--- src/rtl/fpu_round_pkg.sv ---
// Shared definitions for the FPU rounding-increment sequencer:
// the state type, the nibble width and the nibble-count helper.
package fpu_round_pkg;

   localparam int unsigned NIBBLE = 4;

   typedef enum logic [1:0] {
      IDLE = 2'd0,
      STEP = 2'd1,
      ADJ  = 2'd2,
      DONE = 2'd3
   } round_state_t;

   function automatic int unsigned nibble_count(input int unsigned width);
      return width / NIBBLE;
   endfunction

endpackage

--- src/rtl/mant_round_seq_ocla.sv ---
// Shared 4-bit incrementer slice: S = A + CIN, COUT is the carry out of bit 3.
module ocla (
   input  logic [3:0] A,
   input  logic       CIN,
   output logic       COUT,
   output logic [3:0] S
);

   assign {COUT, S} = {1'b0, A} + {4'b0000, CIN};

endmodule

--- src/rtl/mant_round_seq.sv ---
// Nibble-serial rounding-increment sequencer with renormalisation on MSB carry.
// Optional macro ROUND_EARLY_EXIT_EN: stop stepping at the first nibble that does not carry.
module mant_round_seq
   import fpu_round_pkg::*;
#(
   parameter int W  = 24,
   parameter int EW = 8
) (
   input  logic          CLK,
   input  logic          RST,
   input  logic          IN_VALID,
   output logic          IN_READY,
   input  logic [W-1:0]  MANT_IN,
   input  logic [EW-1:0] EXP_IN,
   input  logic          INC,
   output logic          OUT_VALID,
   input  logic          OUT_READY,
   output logic [W-1:0]  MANT_OUT,
   output logic [EW-1:0] EXP_OUT,
   output logic          CARRY_OUT,
   output logic          OVF
);

   localparam int unsigned   N        = nibble_count(W);
   localparam int unsigned   IW       = (N > 1) ? $clog2(N) : 1;
   localparam logic [IW-1:0] LAST_IDX = IW'(N - 1);
   localparam logic [EW-1:0] EXP_SAT  = {{(EW-1){1'b1}}, 1'b0};

   round_state_t  r_state;
   round_state_t  w_next;
   logic [W-1:0]  r_mant;
   logic [EW-1:0] r_exp;
   logic          r_carry;
   logic          r_cout_flag;
   logic          r_ovf;
   logic [IW-1:0] r_idx;

   logic [IW+1:0] w_sh;
   logic [W-1:0]  w_shifted;
   logic [W-1:0]  w_wr_mant;
   logic [3:0]    w_a;
   logic [3:0]    w_s;
   logic          w_cout;

   // Nibble select/merge by shifting avoids a variable-index part select.
   assign w_sh      = {r_idx, 2'b00};
   assign w_shifted = r_mant >> w_sh;
   assign w_a       = w_shifted[3:0];
   assign w_wr_mant = (r_mant & ~(W'(4'hF) << w_sh)) | (W'(w_s) << w_sh);

   ocla u_ocla (
      .A    (w_a),
      .CIN  (r_carry),
      .COUT (w_cout),
      .S    (w_s)
   );

   always_ff @(posedge CLK) begin
      if (RST) r_state <= IDLE;
      else     r_state <= w_next;
   end

   always_comb begin
      w_next = r_state;
      case (r_state)
         IDLE: if (IN_VALID) w_next = INC ? STEP : DONE;
         STEP: begin
            if (r_idx == LAST_IDX) w_next = w_cout ? ADJ : DONE;
`ifdef ROUND_EARLY_EXIT_EN
            if (!w_cout) w_next = DONE;
`endif
         end
         ADJ:  w_next = DONE;
         DONE: if (OUT_READY) w_next = IDLE;
         default: w_next = IDLE;
      endcase
   end

   always_ff @(posedge CLK) begin
      if (RST) begin
         r_mant      <= '0;
         r_exp       <= '0;
         r_carry     <= 1'b0;
         r_cout_flag <= 1'b0;
         r_ovf       <= 1'b0;
         r_idx       <= '0;
      end else begin
         case (r_state)
            IDLE: begin
               if (IN_VALID) begin
                  r_mant      <= MANT_IN;
                  r_exp       <= EXP_IN;
                  r_cout_flag <= 1'b0;
                  r_ovf       <= 1'b0;
                  r_carry     <= 1'b1;
                  r_idx       <= '0;
               end
            end
            STEP: begin
               r_mant  <= w_wr_mant;
               r_carry <= w_cout;
               if (r_idx != LAST_IDX) r_idx <= r_idx + 1'b1;
            end
            ADJ: begin
               r_mant      <= {1'b1, {(W-1){1'b0}}};
               r_cout_flag <= 1'b1;
               if (r_exp >= EXP_SAT) begin
                  r_exp <= '1;
                  r_ovf <= 1'b1;
               end else begin
                  r_exp <= r_exp + 1'b1;
               end
            end
            default: ;
         endcase
      end
   end

   assign IN_READY  = (r_state == IDLE);
   assign OUT_VALID = (r_state == DONE);
   assign MANT_OUT  = r_mant;
   assign EXP_OUT   = r_exp;
   assign CARRY_OUT = r_cout_flag;
   assign OVF       = r_ovf;

endmodule

--- config.mk ---
export PLATFORM = sky130hd
export DESIGN_NAME = mant_round_seq
export DESIGN_NICKNAME = d
export VERILOG_FILES = /design/src/rtl/fpu_round_pkg.sv /design/src/rtl/mant_round_seq_ocla.sv /design/src/rtl/mant_round_seq.sv
export SDC_FILE = /design/constraint.sdc
export NUM_CORES = 1
export LEC_CHECK = 0
export CAP_MARGIN = 20
export CORE_MARGIN = 5
export CORE_UTILIZATION = 49
export DETAILED_ROUTE_END_ITERATION = 7
export GPL_TIMING_DRIVEN = 0
export PLACE_DENSITY = 0.81
export REMOVE_ABC_BUFFERS = 1
export SLEW_MARGIN = 20
export SYNTH_ARGS = -nofsm -noshare
export SYNTH_HDL_FRONTEND = slang
export SYNTH_SLANG_ARGS = --single-unit
--- constraint.sdc ---
create_clock -name CLK -period 2.8 [get_ports CLK]
set_clock_uncertainty 0.05 [all_clocks]
set_input_delay 0.56 -clock CLK [delete_from_list [all_inputs] [get_ports CLK]]
set_output_delay 0.56 -clock CLK [all_outputs]
set_load 0.01 [all_outputs]
==> results.ini <==
[worst_setup_path]
crit_arrival_ns = 2.76
crit_fanout = 11
worst_setup_path_end_kind = flop
r2r_cells = 7
critPathRequiredTime_ns = 2.97
startpoint_type = flop
crit_type = reg -> reg

[floorplanning]
dieArea_mm2 = 0.00711
die_width_um = 84.3
ios = 73
start_util = 0.497
fp.coreArea_mm2 = 0.00544
rows = 27
fp.dieH_um = 84.3

[routing]
wl_met2_mm = 3.79
viasPerCell = 6.18
firstDrtPassIters = 4
top_layer = met4
drt-wirelength-per-cell_um = 17.7
drc = 0
drt_first_iter_violations = 196
wl_mm = 8.14
vias = 2851
wl_met1_mm = 3.34
drtAntennaViolNets = 0
met3_length_um = 752

[timing]
finalHoldWorstSlack_ns = 0.449
fin_crit_ns = 2.59
fmax_mhz = 387
setup_violations = 0
hold_violations = 0
worstMarginPinSlew_ns = 0.726
drv_slew = 0
period_share = 0.924
slew_headroom = 0.512
grt_setup_unrepaired = false

[finish]
final_cell_mix = 71 x clkdlybuf4s50_1, 38 x dfxtp_1, 30 x nor2_1
layout-drive-gt1-share = 0.0746
final_cells = 461
layout_commonest_cell = clkdlybuf4s50_1
area.sequential_um2 = 806
design_area_mm2 = 0.00355
multiInputGateArea_mm2 = 0.00179
nets = 439
diodes = 0
area_delta_synth_final_pct = 31.1
fill_cells = 465

[global_routing]
grt.overflow.total = 0
grt_max_degree = 37
grt_antenna_before_repair = 0
grt.total_usage = 0.227
grt_pass1_vias = 2769
grt_pass1_wl_mm = 13.3

[clock_network]
cts-root-buf = clkbuf_8
cts_tree = yes
clock-sinks = 40
clkLatencyLatePin_ns = 0.30
clk_path_buf_depth = 2
cts_buffers = 5
clk_pin_slew_ns = 0.08
h-tree-depth = 2

[place]
placed_cells = 453
place_area_mm2 = 0.00343
dpl.hpwl_mm = 5.76
portBuffers = 72
gp_congestion = 0.889

[logic_synthesis]
synth_seq_cells = 40
seq_area_frac_synth = 0.296
async_reset_ff_frac = 0
ys.flop_type = dfxtp_1
syn_area_mm2 = 0.00271
synth_cells = 328
avgSynthCellArea_um2 = 8.25
ys_types = 53
yosysWarnings = 0
synth_edf_count = 0

[pwr]
p_leak_uw = 0.00132
vdd_drop_max_v = 0.000533
power.total_uw = 3440
p_per_area_mw_per_mm2 = 969

[flow_run]
maxCapViolations = 0

[hold_path]
min_path_cells = 2
min_path_type = reg -> reg

[status]
status = finished, final reports clean

-- area by class of cell --
| cell class | instances | area share |
|---|---|---|
| clock buffer | 8 | 0.0254 |
| sequential | 40 | 0.227 |
| multi-input combinational | 257 | 0.504 |
| tap | 72 | 0.0254 |
| timing repair buffer | 73 | 0.206 |
| inverter | 11 | 0.0116 |
-- worst paths after layout --
| path | slack (ns) | endpoint | startpoint |
|---|---|---|---|
| max | 0.21 | MANT_OUT[11] | r_state[1] |
| min | 0.45 | MANT_OUT[1] | MANT_OUT[1] |
| max reg2reg | 0.21 | MANT_OUT[11] | r_state[1] |
| min reg2reg | 0.45 | MANT_OUT[1] | MANT_OUT[1] |
-- flip-flops by register name (all words and copies together) (netlist names) --
register	flops
CARRY_OUT	1
MANT_OUT	24
r_state	2
EXP_OUT	8
OVF	1
r_idx	3
r_carry	1
-- timing repair --
action	in CTS	in global routing
endpoints found under the setup margin	10	14
setup buffers	0	0
hold buffers	0	0
resized for setup	1	6
-- stage by stage --
step                      TNS, ns  setup slack, ns   util
after floorplan                 0            0.245      -
after global placement     -10.63            -1.04  0.629
after detailed placement    -2.29           -0.246  0.631
after CTS                       0           0.0382  0.648
after global routing            0           0.0842  0.652
final                           0            0.213  0.652
-- Yosys cell counts, drive strengths merged (9+ instances only) --
cell type | count | area share
dfxtp | 40 | 0.30
nor2 | 31 | 0.043
nand2 | 28 | 0.039
a21oi | 27 | 0.050
o21ai | 19 | 0.037
clkbuf | 15 | 0.021
ha | 14 | 0.065
a22o | 13 | 0.042
a22oi | 12 | 0.035
inv | 11 | 0.015
nand3 | 11 | 0.020
nand4 | 9 | 0.021
-- report_power, final --
| part | internal (µW) | switching [µW] | leakage (µW) |
|---|---|---|---|
| combinational | 938 | 1120 | 0.000945 |
| clock | 201 | 203 | 0.0000455 |
| sequential | 749 | 222 | 0.000330 |
-- layer usage --
metal	track usage	up-vias
met5	0	-
met4	0.0921	0
met3	0.0540	25
met2	0.375	133
met1	0.283	1341
li1	-	1352
-- worst max-delay path, stage by stage, from the launching register on --
cell	delay (ns)
dfxtp_1	0.42
inv_1	0.09
ha_1	0.56
nand2_1	0.28
nor3_1	0.67
nand4_1	0.16
mux2i_1	0.17
o21bai_1	0.12
-- kinds of logic (layout without fill, tap and decap cells) --
| kind of cell | after synthesis | in the layout | share of synthesized area |
|---|---|---|---|
| xor gates and xnor gates | 6 | 6 | 0.0194 |
| AOI/OAI and AO/OA | 116 | 116 | 0.312 |
| adders and majority gates | 14 | 14 | 0.0648 |
| muxes | 13 | 13 | 0.0689 |
| buffers and inverters | 31 | 92 | 0.0500 |
| and+or+nand+nor | 108 | 108 | 0.189 |
| DFF | 40 | 40 | 0.296 |
Power figures use the tool's default switching activity.
